### src/rtl/fetch_unit.sv
`default_nettype none
// ============================================================================
// Module  : fetch_unit
// Brief   : Instruction fetch stage: req/ack memory read, valid/ready hand-off,
//           branch-redirect kill and HLT stop.
// Revision: 1.0
// ============================================================================
module fetch_unit #(
    parameter int         ADDR_W     = 16,
    parameter int         DATA_W     = 16,
    parameter logic [3:0] HLT_OPCODE = 4'hF
) (
    input  logic              clk,
    input  logic              rst_n,
    input  logic [ADDR_W-1:0] pc,
    input  logic              redirect,
    output logic              mem_req,
    output logic [ADDR_W-1:0] mem_addr,
    input  logic              mem_ack,
    input  logic [DATA_W-1:0] mem_rdata,
    output logic [DATA_W-1:0] instr,
    output logic              instr_valid,
    input  logic              instr_ready,
    output logic              pc_adv,
    output logic              halted,
    output logic [15:0]       fetch_count
);

    typedef enum logic [2:0] {
        S_IDLE   = 3'd0,
        S_WAIT   = 3'd1,
        S_DRAIN  = 3'd2,
        S_HOLD   = 3'd3,
        S_HALTED = 3'd4
    } state_t;

    state_t              state_q;
    logic [ADDR_W-1:0]   addr_q;
    logic [DATA_W-1:0]   instr_q;
    logic [15:0]         fetch_count_q;
    logic [15:0]         fetch_count_d;
    logic                mem_req_q;
    logic                instr_valid_q;
    logic                halted_q;
    logic                hlt_op;

    assign hlt_op        = (instr_q[15:12] == HLT_OPCODE);
    assign fetch_count_d = fetch_count_q + 16'd1;

    // Status outputs are registered copies of the state so they never glitch.
    always_ff @(posedge clk) begin
        if (!rst_n) begin
            state_q       <= S_IDLE;
            addr_q        <= '0;
            instr_q       <= '0;
            fetch_count_q <= '0;
            mem_req_q     <= 1'b0;
            instr_valid_q <= 1'b0;
            halted_q      <= 1'b0;
        end else begin
            case (state_q)
                S_IDLE: begin
                    addr_q    <= pc;
                    state_q   <= S_WAIT;
                    mem_req_q <= 1'b1;
                end
                S_WAIT: begin
                    if (mem_ack && !redirect) begin
                        instr_q       <= mem_rdata;
                        state_q       <= S_HOLD;
                        mem_req_q     <= 1'b0;
                        instr_valid_q <= 1'b1;
                    end else if (mem_ack) begin
                        state_q   <= S_IDLE;
                        mem_req_q <= 1'b0;
                    end else if (redirect) begin
                        state_q <= S_DRAIN;
                    end
                end
                S_DRAIN: begin
                    // The memory still owes us a beat; absorb it before refetching.
                    if (mem_ack) begin
                        state_q   <= S_IDLE;
                        mem_req_q <= 1'b0;
                    end
                end
                S_HOLD: begin
                    if (redirect) begin
                        state_q       <= S_IDLE;
                        instr_valid_q <= 1'b0;
                    end else if (instr_ready) begin
                        fetch_count_q <= fetch_count_d;
                        instr_valid_q <= 1'b0;
                        if (hlt_op) begin
                            state_q  <= S_HALTED;
                            halted_q <= 1'b1;
                        end else begin
                            state_q <= S_IDLE;
                        end
                    end
                end
                S_HALTED: begin
                    state_q <= S_HALTED;
                end
                default: begin
                    state_q       <= S_IDLE;
                    mem_req_q     <= 1'b0;
                    instr_valid_q <= 1'b0;
                    halted_q      <= 1'b0;
                end
            endcase
        end
    end

    assign mem_req     = mem_req_q;
    assign mem_addr    = addr_q;
    assign instr       = instr_q;
    assign instr_valid = instr_valid_q;
    assign halted      = halted_q;
    assign fetch_count = fetch_count_q;
    // HLT is consumed without advancing the PC.
    assign pc_adv      = instr_valid_q & instr_ready & ~redirect & ~hlt_op;

endmodule

`default_nettype wire

### config.mk
export PLATFORM = sky130hd
export DESIGN_NAME = fetch_unit
export DESIGN_NICKNAME = d
export VERILOG_FILES = /design/src/rtl/fetch_unit.sv
export SDC_FILE = /design/constraint.sdc
export NUM_CORES = 1
export LEC_CHECK = 0
export CAP_MARGIN = 0
export CELL_PAD_IN_SITES_DETAIL_PLACEMENT = 2
export CELL_PAD_IN_SITES_GLOBAL_PLACEMENT = 2
export CORE_ASPECT_RATIO = 1.1
export CORE_MARGIN = 2
export CORE_UTILIZATION = 24
export DETAILED_ROUTE_END_ITERATION = 16
export PLACE_DENSITY = 0.89
export SYNTH_ARGS = -nofsm -noshare
export SYNTH_HDL_FRONTEND = slang
export SYNTH_SLANG_ARGS = --single-unit
export TNS_END_PERCENT = 5
### constraint.sdc
create_clock -name clk -period 2 [get_ports clk]
set_input_delay 0.4 -clock clk [delete_from_list [all_inputs] [get_ports clk]]
set_output_delay 0.4 -clock clk [all_outputs]
set_load 0.02 [all_outputs]
==> reports/qor.tcl, run 1 <==
set qor(outcome) {finished clean}
set qor(floorplan.initialDensity_pct) 24.7
set qor(clkTransAtPathRegs_ns) 0.09
set qor(drt_drc_violations_left) 0
set qor(globalRouteMet1Util_pct) 15.6
set qor(seq_power_share_pct) 53.9
set qor(power_density_mw_per_mm2) 634
set qor(via_count) 2168
set qor(post_synth_num_cell_types) 34
set qor(report.final.slew_viol_count) 0
set qor(layoutNonFillerInstCount) 460
set qor(max-clock-path-buffers) 2
set qor(antenna_left) 0
set qor(vdd_ir_drop_max_v) 0.000330
set qor(worstSetupEndpointType) {output pin}
set qor(total_power_uw) 2120
set qor(finalHoldWorstSlack_ns) 0.461
set qor(post_cts_hold_buffer_count) 0
set qor(top_usage_layer) {met2}
set qor(power_leakage_uw) 0.00120
set qor(place_inst) 454
set qor(detailed_placement_hpwl_mm) 5.23
set qor(post_synth.cell_area_avg_um2) 8.69
set qor(avgViaCountPerCell) 4.71
set qor(final.setup.tns_ns) 0
set qor(die-height_um) 104
set qor(power.combinational.fraction_pct) 17.6
set qor(groute.layer.met2.usage_pct) 27.4
set qor(netlist_top_cells_area) {sky130_fd_sc_hd__dfxtp_1, sky130_fd_sc_hd__mux2i_1, sky130_fd_sc_hd__nand2_1, sky130_fd_sc_hd__a21oi_1, sky130_fd_sc_hd__nor2_1}
set qor(critical_path.max_fanout) 3
set qor(finClkSkew_ns) 0.00640
set qor(routed_wl_mm) 6.94
set qor(grt_pass1_vias) 2361
set qor(grtUsageTotal_pct) 14.7
set qor(synth_top_cell_by_area) {sky130_fd_sc_hd__dfxtp_1}
set qor(cap_viol_max_count) 0
set qor(cp_data_arrival_time_ns) 1.50
set qor(globalRouteOverflowTotal) 0
set qor(power.internal_uw) 1580
set qor(post-cts-setup-buffer-count) 0
set qor(antennaDiodeCount) 0
set qor(post_synth_instance_area_mm2) 0.00218
set qor(detail_route.wl_per_cell_um) 15.1
set qor(ctsHtreeMaxLevel) 2
set qor(period_minus_slack_ns) 1.90
set qor(worstHoldPathType) {reg2reg}
set qor(timing.critical_path.cells) {clkdlybuf4s50_1 -> and4_1 -> dlygate4sd2_1}
set qor(timing.final.crit_share_pct) 94.9
set qor(clock.fmax_mhz) 527
set qor(maxSlewHeadroom_pct) 63.5
set qor(rsz0062_at_grt) {no}
set qor(final-setup-viol-count) 0
set qor(grt.met3_usage_pct) 4.57
set qor(root_buffer) {sky130_fd_sc_hd__clkbuf_8}
set qor(ios) 89
set qor(die_w_um) 94.9
set qor(synth_warnings) 0
set qor(detail_route.iter0.violations) 51
set qor(port-buffer-count) 88
set qor(netSwitchingFraction_pct) 25.7
set qor(num-fill-cells) 976
set qor(layout-drive-gt1-share_pct) 7.23
set qor(synth.yosys.seq_area_share_pct) 49.5
set qor(antenna_found_initial) 0
set qor(timing.final.hold_violations) 0
set qor(flow.area_growth_from_synthesis_pct) 53.6
set qor(async_reset_ff_share_pct) 0
set qor(num_rows) 36
set qor(synth_edf_count) 0
set qor(firstDrtPassIters) 4
set qor(path_buf_inv) 2
set qor(power.share.clock_pct) 28.5
set qor(path_class) {in2out}
set qor(critPathTopFamily) {buffers and inverters}
set qor(clock_insertion_delay_worst_skew_ns) 0.30
set qor(number_of_gates_resized_after_cts) 1
set qor(postSynthCellCount) 251
set qor(cts.sinks) 54
set qor(grt_start_max_net_pins) 34
set qor(synthTopCellsByCount) {sky130_fd_sc_hd__dfxtp_1, sky130_fd_sc_hd__nand2_1, sky130_fd_sc_hd__nor2_1}
set qor(transition_at_the_pin_with_the_smallest_max_transition_slack_ns) 0.546
set qor(most_frequent_cell_after_synthesis) {sky130_fd_sc_hd__dfxtp_1}
set qor(synth_flop_cell) {sky130_fd_sc_hd__dfxtp_1}
set qor(postSynthRegisterBits) 54
set qor(cts_made_buffers) 5
set qor(tritoncts_clock_tree) {done}
set qor(nets) 385
set qor(switchingPower_uw) 546
set qor(die_area_mm2) 0.00987
set qor(setup.worst_path.start_class) {input port}
set qor(core_mm2) 0.00883
set qor(cpMaxStageDelayCell) {sky130_fd_sc_hd__clkdlybuf4s50_1}
set qor(mapped_nets) 289
set qor(worst_path_largest_cell_delay_ns) 0.54
set qor(yosysTopAreaCellShare_pct) 49.5
set qor(place.gp.congestion) 0.746
set qor(crit_required_ns) 1.60
set qor(grt_first_pass_wirelength_mm) 11.6
worst register-to-register path, stage by stage (launching register included):
cell	delay (ns)
sky130_fd_sc_hd__dfxtp_1	0.42
sky130_fd_sc_hd__ha_1	0.19
sky130_fd_sc_hd__nand3b_1	0.22
sky130_fd_sc_hd__or3_1	0.44
sky130_fd_sc_hd__or3_1	0.36
sky130_fd_sc_hd__a21oi_1	0.14
layout by cell type, fill, tap and decap left out, drive strengths merged:
master         Yosys  layout
clkbuf             7       6
a31oi              1       1
a311oi             1       1
mux2i             17      17
a22o               1       1
nand3              4       4
nor4               3       3
nand2             42      42
o31ai              1       1
clkdlybuf4s50      0      87
and4               3       3
a21oi             26      26
or4                1       1
xnor2              9       9
or3                6       6
o21ai              8       8
nor3               6       6
dlygate4sd2        0       1
o211ai             1       1
buf                6      14
nor3b              1       1
or2                1       1
nor2              33      33
nand2b             4       4
a221oi             1       1
inv                6       6
nand4              3       3
nand3b             1       1
ha                 1       1
o311a              1       1
dfxtp             54      54
nand4b             2       2
per-stage QoR:
| stage | instance area, µm² | worst slack (ns) | util (%) |
|---|---|---|---|
| after global routing | 3350 | 0.00969 | 38.0 |
| after detailed placement | 3270 | -0.172 | 37.0 |
| after CTS | 3350 | 0.0572 | 38.0 |
| after floorplan | 2180 | 0.303 | - |
| final | 3350 | 0.101 | 38.0 |
| after global placement | 3270 | -0.141 | 37.0 |
flip-flops by register name, summed over array words and instances (netlist names):
| name | flops |
|---|---|
| halted | 1 |
| mem_addr | 16 |
| instr | 16 |
| fetch_count | 16 |
| mem_req | 1 |
| instr_valid | 1 |
| state_q | 3 |
path summary, 6_finish.rpt:
path | start | endpoint | slack [ns] | depth (start not counted)
setup / recovery | instr_ready | pc_adv | 0.10 | 3
hold / removal | mem_addr[6] | mem_addr[6] | 0.46 | 2
setup reg to reg | fetch_count[0] | fetch_count[12] | 0.17 | 5
hold reg to reg | mem_addr[6] | mem_addr[6] | 0.46 | 2
cells by family after synthesis:
kind of cell,count (synthesis),synth area share [%]
compound gates,41,10.4
buf+inv,19,3.73
fa+ha+maj,1,0.573
xor+xnor,9,3.61
simple gates,110,24.3
mux,17,7.80
flops,54,49.5
final cells by class:
cell class / instances / area [µm²] / share of cell area, %
clock buffer: 6 / 82.6 / 2.46
sequential: 54 / 1080 / 32.3
multi-input combinational: 178 / 1020 / 30.6
timing repair buffer: 102 / 997 / 29.8
inverter: 6 / 22.5 / 0.672
tap: 114 / 143 / 4.26
power by group through the flow:
stage / clock [µW] / sequential (µW) / combinational (µW)
final: 605 / 1150 / 374
after global routing: 690 / 1150 / 412
after detailed placement: 0 / 1170 / 382
after CTS: 635 / 1150 / 384
after floorplan: 0 / 1220 / 122
after global placement: 0 / 1170 / 371
routing by layer:
metal	vias to the layer above	wire length (µm)
li1	1038	-
met1	1060	2580
met2	61	3810
met3	9	433
met4	0	116
met5	-	0
Power figures use the tool's default switching activity.
==> run 2: changes to the inputs <==
Settings changed: CAP_MARGIN 0 to 20, CORE_ASPECT_RATIO 1.1 to unset.
==> reports/qor.tcl, run 2 (synthesized netlist as in run 1, its figures left out) <==
set qor(outcome) {finished clean}
set qor(whs_endpoint) {mem_addr[11]}
set qor(seq_power_share_pct) 50.5 ;# -3.4 points
set qor(postLayoutCoreUtil_pct) 38.6 ;# +0.64 points
set qor(ios) 89 ;# unchanged
set qor(nets) 386 ;# +0.26%
set qor(final-setup-viol-count) 0 ;# unchanged
set qor(clock.fmax_mhz) 530 ;# +0.56%
set qor(port-buffer-count) 88 ;# unchanged
set qor(transition_at_the_pin_with_the_smallest_max_transition_slack_ns) 0.523 ;# -0.0229 ns
set qor(worstHoldPathType) {reg2reg}
set qor(cts_made_buffers) 5 ;# unchanged
set qor(crit-reg2reg-capture) {fetch_count[12]}
set qor(power_density_mw_per_mm2) 671 ;# +5.8%
set qor(layout-drive-gt1-share_pct) 8.02 ;# +0.80 points
set qor(place_inst) 449 ;# -1.1%
set qor(cap_viol_max_count) 0 ;# unchanged
set qor(timing.final.hold_violations) 0 ;# unchanged
set qor(total_power_uw) 2270 ;# +6.8%
set qor(layout.cells.most_common_list) {sky130_fd_sc_hd__clkdlybuf4s50_1, sky130_fd_sc_hd__dfxtp_1, sky130_fd_sc_hd__nand2_1}
set qor(root_buffer) {sky130_fd_sc_hd__clkbuf_8}
set qor(setup.worst_path.start_class) {register}
set qor(detail_route.iter0.violations) 53 ;# +3.9%
set qor(routed_wl_mm) 6.95 ;# +0.17%
set qor(timing.reg2reg.setup_slack_ns) 0.18 ;# about the same
set qor(power_leakage_uw) 0.00121 ;# +1.0%
set qor(die_area_mm2) 0.00987 ;# about the same
set qor(core_mm2) 0.00876 ;# -0.74%
set qor(worstSetupEndpointType) {output pin}
set qor(die-height_um) 99.4 ;# -4.5%
set qor(tritoncts_clock_tree) {done}
set qor(grt_first_pass_wirelength_mm) 11.5 ;# -0.35%
set qor(place.gp.congestion) 0.752 ;# +0.86%
set qor(floorplan.initialDensity_pct) 24.9 ;# +0.18 points
set qor(detail_route.wl_per_cell_um) 15.2 ;# +0.83%
set qor(period_minus_slack_ns) 1.89 ;# -0.0105 ns
set qor(globalRouteOverflowTotal) 0 ;# unchanged
set qor(drt_drc_violations_left) 0 ;# unchanged
set qor(ctsHtreeMaxLevel) 2 ;# unchanged
set qor(num_rows) 34 ;# -5.6%
set qor(path_class) {reg2out}
set qor(worst_r2r_startpoint) {fetch_count[0]}
set qor(worst-r2r-cell-count) 5 ;# unchanged
set qor(cts.sinks) 54 ;# unchanged
set qor(grt_start_max_net_pins) 25 ;# -26%
set qor(antenna_left) 0 ;# unchanged
set qor(grtUsageTotal_pct) 14.4 ;# -0.29 points
set qor(via_count) 2134 ;# -1.6%
set qor(antennaDiodeCount) 0 ;# unchanged
set qor(cp_data_arrival_time_ns) 1.49 ;# about the same
set qor(finClkSkew_ns) 0.00602 ;# -0.000380 ns
set qor(rsz0062_at_grt) {no}
set qor(vdd_ir_drop_max_v) 0.000396 ;# +20%
set qor(power.combinational.fraction_pct) 16.6 ;# -1.0 points
set qor(grt_pass1_vias) 2354 ;# -0.30%
set qor(clock_insertion_delay_worst_skew_ns) 0.31 ;# about the same
set qor(layoutNonFillerInstCount) 457 ;# -0.65%
set qor(critical_path.max_fanout) 3 ;# unchanged
set qor(antenna_found_initial) 0 ;# unchanged
set qor(final.setup.tns_ns) 0 ;# unchanged
set qor(power.share.clock_pct) 32.9 ;# +4.4 points
set qor(flow.area_growth_from_synthesis_pct) 55.0
set qor(avgViaCountPerCell) 4.67 ;# -0.92%
set qor(maxSlewHeadroom_pct) 65.1 ;# +1.5 points
set qor(timing.final.crit_share_pct) 94.4 ;# -0.53 points
set qor(max-clock-path-buffers) 2 ;# unchanged
set qor(hold_path_depth) 2 ;# unchanged
set qor(report.final.slew_viol_count) 0 ;# unchanged
set qor(power.internal_uw) 1680 ;# +6.7%
set qor(clkTransAtPathRegs_ns) 0.10 ;# about the same
set qor(crit_required_ns) 1.60 ;# about the same
set qor(die_w_um) 99.4 ;# +4.7%
set qor(firstDrtPassIters) 3 ;# -1
set qor(min-delay-start) {mem_addr[11]}
set qor(detailed_placement_hpwl_mm) 5.28 ;# +0.99%
set qor(switchingPower_uw) 584 ;# +7.0%
set qor(netSwitchingFraction_pct) 25.7 ;# +0.040 points
set qor(most_common_cell_after_layout_fill_and_taps_aside) {sky130_fd_sc_hd__clkdlybuf4s50_1}
set qor(finalHoldWorstSlack_ns) 0.463 ;# +0.00171 ns
-- run 2: changes by cell type in the layout (fill, tap and decap cells not counted), sizes merged --
cell	delta
buf	+1
bufinv	+1
clkbuf	-1
clkinvlp	+2
-- run 2: stage by stage --
step	worst slack (ns)	cell area (µm²)
3_5_place_dp	-0.161	3270
2_1_floorplan	0.303	2180
6_report	0.112	3380
3_3_place_gp	-0.137	3270
4_1_cts	0.0806	3380
5_1_grt	0.0216	3380
-- run 2: per-layer routing --
layer  wire (µm)  GRT usage [%]  part of all wire (%)  up-vias
li1            -              -                     -     1041
met1        2870           16.3                    41     1028
met2        3540           26.1                    51       60
met3         486           4.85                   7.0        5
met4          56           3.48                  0.81        0
met5           0              0                     0        -
-- run 2: power groups by stage --
| stage | clock network [µW] | logic (µW) | registers, µW |
|---|---|---|---|
| 2_1_floorplan | 0 | 122 | 1220 |
| 3_3_place_gp | 0 | 373 | 1170 |
| 3_5_place_dp | 0 | 384 | 1170 |
| 4_1_cts | 782 | 385 | 1150 |
| 5_1_grt | 824 | 411 | 1150 |
| 6_report | 747 | 377 | 1140 |
-- run 2: cell type report --
class                           count  area [µm²]
Fill cell                         976        5380
Inverter                            6        22.5
Sequential cell                    54        1080
Multi-Input combinational cell    178        1020
Tap cell                          108         135
Clock inverter                      3        45.0
Timing Repair Buffer              103        1000
Clock buffer                        5        68.8
-- run 2: repair_timing --
item / CTS / global route
hold buffers: 0 / 0
gates resized for setup: 1 / 0
setup buffers: 0 / 0
setup endpoints to repair: 1 / 0
-- run 2: worst max-delay path by stage --
stage	start	end	slack [ns]
5_1_grt	instr[14]	pc_adv	0.02
6_report	instr[14]	pc_adv	0.11
3_5_place_dp	instr_ready	pc_adv	-0.16
4_1_cts	instr[14]	pc_adv	0.08
2_1_floorplan	fetch_count[0]	fetch_count[12]	0.30
3_3_place_gp	instr_ready	pc_adv	-0.14
-- run 2: worst max-delay path, cell delays in order, from the launching register on --
cell	delay [ns]
sky130_fd_sc_hd__dfxtp_1	0.39
sky130_fd_sc_hd__nand4_1	0.21
sky130_fd_sc_hd__and4_1	0.26
sky130_fd_sc_hd__dlygate4sd2_1	0.31
